[src/rtl/axi_sram_bridge.sv]
// AXI3 slave bridging the core's external master port onto one single-ported word SRAM.
// One burst in flight; reads win over writes when both address channels are valid in IDLE.
module axi_sram_bridge #(
    parameter int ID_W   = 4,
    parameter int RAM_AW = 16
) (
    input  logic              aclk,
    input  logic              aresetn,

    input  logic [ID_W-1:0]   arid,
    input  logic [31:0]       araddr,
    input  logic [3:0]        arlen,
    input  logic [2:0]        arsize,
    input  logic [1:0]        arburst,
    input  logic              arvalid,
    output logic              arready,

    output logic [ID_W-1:0]   rid,
    output logic [31:0]       rdata,
    output logic [1:0]        rresp,
    output logic              rlast,
    output logic              rvalid,
    input  logic              rready,

    input  logic [ID_W-1:0]   awid,
    input  logic [31:0]       awaddr,
    input  logic [3:0]        awlen,
    input  logic [2:0]        awsize,
    input  logic [1:0]        awburst,
    input  logic              awvalid,
    output logic              awready,

    input  logic [31:0]       wdata,
    input  logic [3:0]        wstrb,
    input  logic              wlast,
    input  logic              wvalid,
    output logic              wready,

    output logic [ID_W-1:0]   bid,
    output logic [1:0]        bresp,
    output logic              bvalid,
    input  logic              bready,

    output logic              ram_en,
    output logic [3:0]        ram_we,
    output logic [RAM_AW-1:0] ram_addr,
    output logic [31:0]       ram_wdata,
    input  logic [31:0]       ram_rdata
);

    typedef enum logic [2:0] {
        IDLE,
        RD_REQ,
        RD_WAIT,
        RD_DATA,
        WR_DATA,
        WR_RESP
    } state_t;

    localparam logic [1:0] RESP_OKAY   = 2'b00;
    localparam logic [1:0] RESP_SLVERR = 2'b10;

    state_t            state_q, state_d;
    logic [ID_W-1:0]   id_q, id_d;
    logic [31:0]       addr_q, addr_d;
    logic [3:0]        len_q, len_d;
    logic [3:0]        cnt_q, cnt_d;
    logic [2:0]        size_q, size_d;
    logic              fixed_q, fixed_d;
    logic              unsup_q, unsup_d;
    logic              err_q, err_d;
    logic [31:0]       rdata_q, rdata_d;
    logic [1:0]        rresp_q, rresp_d;
    logic              rlast_q, rlast_d;
    logic              rvalid_q, rvalid_d;
    logic [1:0]        bresp_q, bresp_d;
    logic              bvalid_q, bvalid_d;
    logic              arready_q, arready_d;
    logic              wready_q, wready_d;

    logic              last_beat;
    logic              wr_fire;
    logic              wr_mem;
    logic [31:0]       addr_next;

    assign last_beat = (cnt_q == len_q);
    assign wr_fire   = (state_q == WR_DATA) && wvalid;
    assign wr_mem    = wr_fire && !unsup_q;
    assign addr_next = fixed_q ? addr_q : (addr_q + (32'd1 << size_q));

    // WRAP, the reserved burst code and beats wider than the 32-bit bus are all refused.
    function automatic logic is_unsup(input logic [1:0] burst, input logic [2:0] size);
        return burst[1] || (size > 3'd2);
    endfunction

    always_comb begin
        state_d   = state_q;
        id_d      = id_q;
        addr_d    = addr_q;
        len_d     = len_q;
        cnt_d     = cnt_q;
        size_d    = size_q;
        fixed_d   = fixed_q;
        unsup_d   = unsup_q;
        err_d     = err_q;
        rdata_d   = rdata_q;
        rresp_d   = rresp_q;
        rlast_d   = rlast_q;
        bresp_d   = bresp_q;

        case (state_q)
            IDLE: begin
                if (arvalid) begin
                    id_d    = arid;
                    addr_d  = araddr;
                    len_d   = arlen;
                    size_d  = arsize;
                    fixed_d = (arburst == 2'b00);
                    unsup_d = is_unsup(arburst, arsize);
                    cnt_d   = 4'd0;
                    state_d = RD_REQ;
                end else if (awvalid) begin
                    id_d    = awid;
                    addr_d  = awaddr;
                    len_d   = awlen;
                    size_d  = awsize;
                    fixed_d = (awburst == 2'b00);
                    unsup_d = is_unsup(awburst, awsize);
                    err_d   = err_q | is_unsup(awburst, awsize);
                    cnt_d   = 4'd0;
                    state_d = WR_DATA;
                end
            end
            RD_REQ: begin
                state_d = RD_WAIT;
            end
            RD_WAIT: begin
                rdata_d = unsup_q ? 32'd0 : ram_rdata;
                rresp_d = unsup_q ? RESP_SLVERR : RESP_OKAY;
                rlast_d = last_beat;
                state_d = RD_DATA;
            end
            RD_DATA: begin
                if (rready) begin
                    if (rlast_q) begin
                        state_d = IDLE;
                    end else begin
                        addr_d  = addr_next;
                        cnt_d   = cnt_q + 4'd1;
                        state_d = RD_REQ;
                    end
                end
            end
            WR_DATA: begin
                if (wvalid) begin
                    // The beat count terminates the burst; a misplaced wlast only poisons the response.
                    err_d = err_q | (wlast != last_beat);
                    if (last_beat) begin
                        bresp_d = err_d ? RESP_SLVERR : RESP_OKAY;
                        state_d = WR_RESP;
                    end else begin
                        addr_d = addr_next;
                        cnt_d  = cnt_q + 4'd1;
                    end
                end
            end
            WR_RESP: begin
                if (bready) begin
                    err_d   = 1'b0;
                    state_d = IDLE;
                end
            end
            default: begin
                state_d = IDLE;
            end
        endcase

        arready_d = (state_d == IDLE);
        wready_d  = (state_d == WR_DATA);
        rvalid_d  = (state_d == RD_DATA);
        bvalid_d  = (state_d == WR_RESP);
    end

    always_ff @(posedge aclk or negedge aresetn) begin
        if (!aresetn) begin
            state_q   <= IDLE;
            id_q      <= '0;
            addr_q    <= '0;
            len_q     <= '0;
            cnt_q     <= '0;
            size_q    <= '0;
            fixed_q   <= 1'b0;
            unsup_q   <= 1'b0;
            err_q     <= 1'b0;
            rdata_q   <= '0;
            rresp_q   <= '0;
            rlast_q   <= 1'b0;
            rvalid_q  <= 1'b0;
            bresp_q   <= '0;
            bvalid_q  <= 1'b0;
            arready_q <= 1'b1;
            wready_q  <= 1'b0;
        end else begin
            state_q   <= state_d;
            id_q      <= id_d;
            addr_q    <= addr_d;
            len_q     <= len_d;
            cnt_q     <= cnt_d;
            size_q    <= size_d;
            fixed_q   <= fixed_d;
            unsup_q   <= unsup_d;
            err_q     <= err_d;
            rdata_q   <= rdata_d;
            rresp_q   <= rresp_d;
            rlast_q   <= rlast_d;
            rvalid_q  <= rvalid_d;
            bresp_q   <= bresp_d;
            bvalid_q  <= bvalid_d;
            arready_q <= arready_d;
            wready_q  <= wready_d;
        end
    end

    assign arready   = arready_q;
    assign awready   = arready_q && !arvalid;
    assign wready    = wready_q;

    assign rid       = id_q;
    assign rdata     = rdata_q;
    assign rresp     = rresp_q;
    assign rlast     = rlast_q;
    assign rvalid    = rvalid_q;

    assign bid       = id_q;
    assign bresp     = bresp_q;
    assign bvalid    = bvalid_q;

    // Write beats go straight to the SRAM in their handshake cycle; reads are issued from RD_REQ.
    assign ram_en    = ((state_q == RD_REQ) && !unsup_q) || wr_mem;
    assign ram_we    = wr_mem ? wstrb : 4'b0000;
    assign ram_addr  = addr_q[RAM_AW+1:2];
    assign ram_wdata = wr_mem ? wdata : 32'd0;

endmodule

[config.mk]
export PLATFORM = sky130hd
export DESIGN_NAME = axi_sram_bridge
export DESIGN_NICKNAME = d
export VERILOG_FILES = /design/src/rtl/axi_sram_bridge.sv
export SDC_FILE = /design/constraint.sdc
export NUM_CORES = 1
export LEC_CHECK = 0
export BUFFER_PORTS_ARGS = -buffer_cell sky130_fd_sc_hd__buf_2
export CAP_MARGIN = 30
export CORE_MARGIN = 4
export CORE_UTILIZATION = 45
export DETAILED_ROUTE_END_ITERATION = 10
export PLACE_DENSITY_LB_ADDON = 0.2
export SYNTH_ARGS = -nofsm -noshare
export SYNTH_HDL_FRONTEND = slang
export SYNTH_SLANG_ARGS = --single-unit
[constraint.sdc]
create_clock -name aclk -period 3.3 [get_ports aclk]
set_input_delay 0.99 -clock aclk [delete_from_list [all_inputs] [get_ports aclk]]
set_output_delay 0.99 -clock aclk [all_outputs]
set_load 0.01 [all_outputs]
==> results of run 1 <==
## power by group
group          internal, W  leakage, nW  switching (W)
Clock             0.000428        0.106       0.000364
Combinational      0.00103         2.13        0.00137
Sequential         0.00137        0.975       0.000352
Total              0.00283         3.21        0.00209
## state kept, by name, summed over array words and instances, names as in the netlist
name and cells:
bresp 1, arready 1, bvalid 1, state_q 3, unsup_q 1, fixed_q 1, rvalid 1, bid 4
cnt_q 4, rdata 32, size_q 3, rlast 1, len_q 4, err_q 1, addr_q 18, wready 1
rresp 1
## Yosys cell counts (22+ instances only)
| cell | instances | area share |
|---|---|---|
| sky130_fd_sc_hd__dfrtp_1 | 77 | 0.41 |
| sky130_fd_sc_hd__and2_1 | 36 | 0.048 |
| sky130_fd_sc_hd__a21oi_1 | 41 | 0.043 |
| sky130_fd_sc_hd__buf_4 | 22 | 0.035 |
| sky130_fd_sc_hd__nand2_1 | 61 | 0.048 |
| sky130_fd_sc_hd__o21ai_0 | 54 | 0.057 |
| sky130_fd_sc_hd__nand2b_1 | 37 | 0.049 |
| sky130_fd_sc_hd__nor2_1 | 30 | 0.024 |
| sky130_fd_sc_hd__mux2i_1 | 23 | 0.049 |
| sky130_fd_sc_hd__clkbuf_1 | 25 | 0.020 |
## how the worst max path moves through the flow
| stage | startpoint | to | slack [ns] |
|---|---|---|---|
| final | state_q[1] | ram_wdata[6] | 0.34 |
| after global routing | state_q[1] | ram_wdata[23] | 0.12 |
| after CTS | state_q[1] | ram_wdata[6] | 0.32 |
| after detailed placement | wvalid | ram_wdata[6] | 0.38 |
| after global placement | wvalid | ram_wdata[22] | 0.41 |
| after floorplan | arvalid | awready | 0.20 |
## per-layer routing
metal  global-route usage  wire length [um]  share of wire
met4               0.0567               155          0.012
met1                0.293              5890           0.44
met5                    0                 0              0
met3               0.0477               831          0.063
met2                0.350              6390           0.48
## per-stage QoR
stage | util | hold WS, ns
finish | 0.598 | 0.484
global route | 0.598 | 0.510
CTS | 0.598 | 0.491
detailed placement | 0.577 | 0.472
global placement | 0.577 | 0.458
floorplan | - | 0.456
## layout make-up
type	count	area, sq um	share of cell area
Clock buffer	9	124	0.0201
Clock inverter	7	97.6	0.0159
Inverter	7	26.3	0.00427
Multi-Input combinational cell	399	2450	0.399
Sequential cell	78	1950	0.318
Tap cell	136	170	0.0277
Timing Repair Buffer	254	1330	0.216
## cells by family after synthesis
family          synth area share
simple gates               0.230
compound gates             0.166
flops                      0.412
buf+inv                   0.0719
mux                       0.0700
xor+xnor                  0.0203
fa+ha+maj                 0.0280
other cells             0.000792
## tightest hold or removal path: stages, from the launching register on
cell	delay (ns)
sky130_fd_sc_hd__dfrtp_1	0.34
sky130_fd_sc_hd__nand2_1	0.04
sky130_fd_sc_hd__o21ai_0	0.06
==> results.yml, run 1 <==
status:
  outcome: "finished, final reports clean"
route:
  finalWirelength_um: 13300
  dr.pass1.iters: 4
  drt.antenna.violating_nets: 0
  remaining_drc_errors: 0
  route.detailed.vias_per_inst: 5.02
  num_vias: 4467
  detailedRoute.firstIterationViolations: 249
  post_drt_wl_per_cell_um: 14.9
min_path:
  worstHoldEndpoint: "rdata[13]"
  worst_hold_path_type: "flip-flop to flip-flop"
  holdCritStartpoint: "rdata[13]"
  timing.hold.worst_path_depth: 2
cells_and_area:
  layout-drive-gt1-share: 0.379
  final_net_count: 925
  antenna_cells: 0
  num-fill-cells: 988
  final_cell_mix: "sky130_fd_sc_hd__buf_2 (237), sky130_fd_sc_hd__dfrtp_1 (77), sky130_fd_sc_hd__nand2_1 (61)"
  layout.cells.most_common: "sky130_fd_sc_hd__buf_2"
  area_growth_pct: 29.8
  final_cell_count_no_fill: 890
  design_area_sq_um: 6150
place:
  gp_routability_congestion: 0.944
  hpwl_after_detailed_placement_um: 10400
  pre_cts_slack_ns: 0.377
  postPlaceCellArea_sq_um: 5930
  place_inst: 874
  port_buffers: 238
cts:
  postCtsResizedCells: 0
  number_of_hold_buffers_added_after_cts: 0
  clock_sinks: 78
  worst_skew_pair.late_latency_ns: 0.35
  tritoncts: "built"
  cts.htree.levels: 3
  max-clock-path-buffers: 2
  cts.clk_slew.worst_paths_ns: 0.08
  clockRootBuffer: "sky130_fd_sc_hd__clkbuf_8"
  postCtsSetupRepairBufs: 0
  cts_inserted_buffers: 9
yosys:
  average_instance_area_after_synthesis_sq_um: 8.79
  number_of_enable_flip_flop_cells_after_synthesis: 0
  synth_seq_cells: 78
  synth_warnings: 0
  post_synth_num_cell_types: 52
  synthCells: 539
  netlist_area_sq_um: 4740
  synth_flop_cell: "sky130_fd_sc_hd__dfrtp_1"
  ys_seq_area_frac: 0.412
  fraction_of_registers_with_async_set_or_reset_after_synthesis: 1.00
die:
  design.core.area_sq_um: 10300
  die-width_um: 111
  i_o_pin_cnt: 269
  num_rows: 37
  start_util: 0.461
  die_h_um: 111
  dieArea_sq_um: 12200
timing:
  hold_viol: 0
  finalSetupViolCount: 0
  fin_worst_skew_ns: 0.00673
  fin_tns_setup_ns: 0
  final_worst_slack_ns: 0.343
  maxSlewViolCount: 0
  worstMarginPinSlew_ns: 0.597
  maximum_achievable_frequency_mhz: 338
  period_minus_slack_ns: 2.96
  rsz0062_at_grt: "false"
  layout_worst_path_cycle_share: 0.896
  timing.slew.headroom: 0.602
critical_path:
  cpPeakStageDelay_ns: 0.54
  crit_cells: 6
  r2r.worst_path.cells: 9
  worstPathArrival_ns: 1.97
  start_kind: "flip-flop"
  rr_endpoint: "addr_q[12]"
  worstSetupPathType: "flip-flop to output pin"
  path_delay_family: "simple AND/OR/NAND/NOR gates"
  crit-reg2reg-launch: "size_q[1]"
  type_of_destination_of_the_critical_path: "output pin"
  cp.buffers_inverters: 2
  worstPathRequired_ns: 2.31
  critical_path.cell_chain: "nor2_4, nand3_1, nor2_1, buf_4, and2_1, buf_2"
  crit_path_max_fanout: 36
  cp_slowest_cell: "sky130_fd_sc_hd__dfrtp_1"
  ff2ff_setup_slack_ns: 0.48
global_routing:
  grt_overflow_total: 0
  maximum_number_of_pins_on_one_net_before_global_route_repair: 43
  grt_usage: 0.216
  first_global_vias: 4472
  grt_first_pass_wirelength_um: 21900
  grt_antenna_before_repair: 0
pwr:
  power.density_cell_area_nw_per_um2: 800
  finalPower_w: 0.00492
  leakagePower_nw: 3.21
  irDropWorstVdd_mv: 0.363
job:
  timing.max_cap.violations: 0
Note: power is estimated with default switching activity, not from simulation.
==> run 2: changes to the inputs <==
--- a/config.mk
+++ b/config.mk
@@ -11,6 +11,7 @@
 export CORE_UTILIZATION = 45
 export DETAILED_ROUTE_END_ITERATION = 10
 export PLACE_DENSITY_LB_ADDON = 0.2
+export REMOVE_ABC_BUFFERS = 1
 export SYNTH_ARGS = -nofsm -noshare
 export SYNTH_HDL_FRONTEND = slang
 export SYNTH_SLANG_ARGS = --single-unit
==> results.yml, run 2 (synthesized netlist as in run 1, its figures left out) <==
status:
  outcome: "finished, final reports clean"
cells_and_area:
  final_net_count: 921
  antenna_cells: 0
  area_growth_pct: 28.8
  layout.cells.most_common: "sky130_fd_sc_hd__buf_2"
  final_cell_count_no_fill: 886
  design_area_sq_um: 6100
  largest_register_ffs: 32
  layout-drive-gt1-share: 0.373
  final_cell_mix: "sky130_fd_sc_hd__buf_2 (237), sky130_fd_sc_hd__dfrtp_1 (77), sky130_fd_sc_hd__nand2_1 (61)"
cts:
  worst_skew_pair.late_latency_ns: 0.35
  postCtsSetupRepairBufs: 0
  clockRootBuffer: "sky130_fd_sc_hd__clkbuf_8"
  cts.clk_slew.worst_paths_ns: 0.09
  number_of_hold_buffers_added_after_cts: 0
  tritoncts: "built"
  postCtsResizedCells: 0
  max-clock-path-buffers: 2
  cts_inserted_buffers: 9
  clock_sinks: 78
  cts.htree.levels: 3
timing:
  hold_viol: 0
  fin_tns_setup_ns: 0
  maximum_achievable_frequency_mhz: 342
  layout_worst_path_cycle_share: 0.887
  rsz0062_at_grt: "false"
  worstMarginPinSlew_ns: 0.942
  period_minus_slack_ns: 2.93
  finalSetupViolCount: 0
  timing.slew.headroom: 0.367
  maxSlewViolCount: 0
  fin_worst_skew_ns: 0.0136
place:
  gp_routability_congestion: 0.854
  port_buffers: 238
  place_inst: 869
  hpwl_after_detailed_placement_um: 9760
  postPlaceCellArea_sq_um: 5870
global_routing:
  grt_usage: 0.202
  grt_first_pass_wirelength_um: 20600
  grt_overflow_total: 0
  grt_antenna_before_repair: 0
  first_global_vias: 4388
  maximum_number_of_pins_on_one_net_before_global_route_repair: 79
route:
  route.detailed.vias_per_inst: 5.04
  detailedRoute.firstIterationViolations: 205
  finalWirelength_um: 12800
  drt.antenna.violating_nets: 0
  post_drt_wl_per_cell_um: 14.4
  num_vias: 4469
  remaining_drc_errors: 0
  dr.pass1.iters: 4
critical_path:
  ff2ff_setup_slack_ns: 0.37
  critical_path.cell_chain: "nor3b_1, ha_1, nor2b_1, o31a_1, o31ai_1, or3_1, o22ai_1, a21oi_1"
  worstPathRequired_ns: 3.57
  cpPeakStageDelay_ns: 0.80
  start_kind: "flip-flop"
  crit_path_max_fanout: 9
  type_of_destination_of_the_critical_path: "flip-flop"
  worstPathArrival_ns: 3.20
  worstSetupPathType: "flip-flop to flip-flop"
  cp_slowest_cell: "sky130_fd_sc_hd__o31ai_1"
pwr:
  power.density_cell_area_nw_per_um2: 792
  leakagePower_nw: 3.18
  irDropWorstVdd_mv: 0.281
die:
  design.core.area_sq_um: 10300
  die-width_um: 111
  start_util: 0.461
  die_h_um: 111
  i_o_pin_cnt: 269
  num_rows: 37
  dieArea_sq_um: 12200
min_path:
  worst_hold_path_type: "primary input to asynchronous set/reset pin"
job:
  timing.max_cap.violations: 0
## run 2: power breakdown
part	internal, W	switching [W]
Sequential	0.00137	0.000358
Clock	0.000355	0.000362
Combinational	0.00103	0.00136
Total	0.00275	0.00208
## run 2: per-layer routing
layer	up-vias	wire length, um	part of all wire	global-route usage
li1	2244	-	-	-
met1	2040	5110	0.40	0.234
met2	170	6680	0.52	0.369
met3	15	787	0.062	0.0482
met4	0	182	0.014	0.0624
met5	-	0	0	0
## run 2: critical path, delay by kind of cell (launching register included)
| kind | cells | cell delay, ns |
|---|---|---|
| compound gates | 4 | 1.32 |
| simple gates | 3 | 0.72 |
| flops | 1 | 0.48 |
| fa+ha+maj | 1 | 0.32 |
## run 2: final cells by class
cell class,count,area (sq um)
fillers,962,4180
multi-input cells,399,2450
flip-flops and latches,78,1950
repair buffers,250,1300
well taps,136,170
clock buffers,10,128
clock inverters,6,68.8
inverters,7,26.3
## run 2: final timing paths
| path | endpoint | depth (start not counted) | from |
|---|---|---|---|
| worst max-delay path | addr_q[12] | 8 | size_q[0] |
| worst min-delay path | rdata[19] | 1 | aresetn |
| worst max register to register | addr_q[12] | 8 | size_q[0] |
| worst min register to register | rdata[3] | 2 | rdata[3] |
| max in group asynchronous | arready | 2 | aresetn |
| min in group aclk | rdata[3] | 2 | rdata[3] |
## run 2: stage by stage
step	utilization	total power (W)	worst slack, ns	hold slack, ns
floorplan	-	0.00319	0.235	0.456
global placement	0.572	0.00406	0.436	0.455
detailed placement	0.572	0.00414	0.416	0.466
CTS	0.591	0.00488	0.349	0.486
global route	0.593	0.00526	0.135	0.404
finish	0.593	0.00483	0.374	0.431
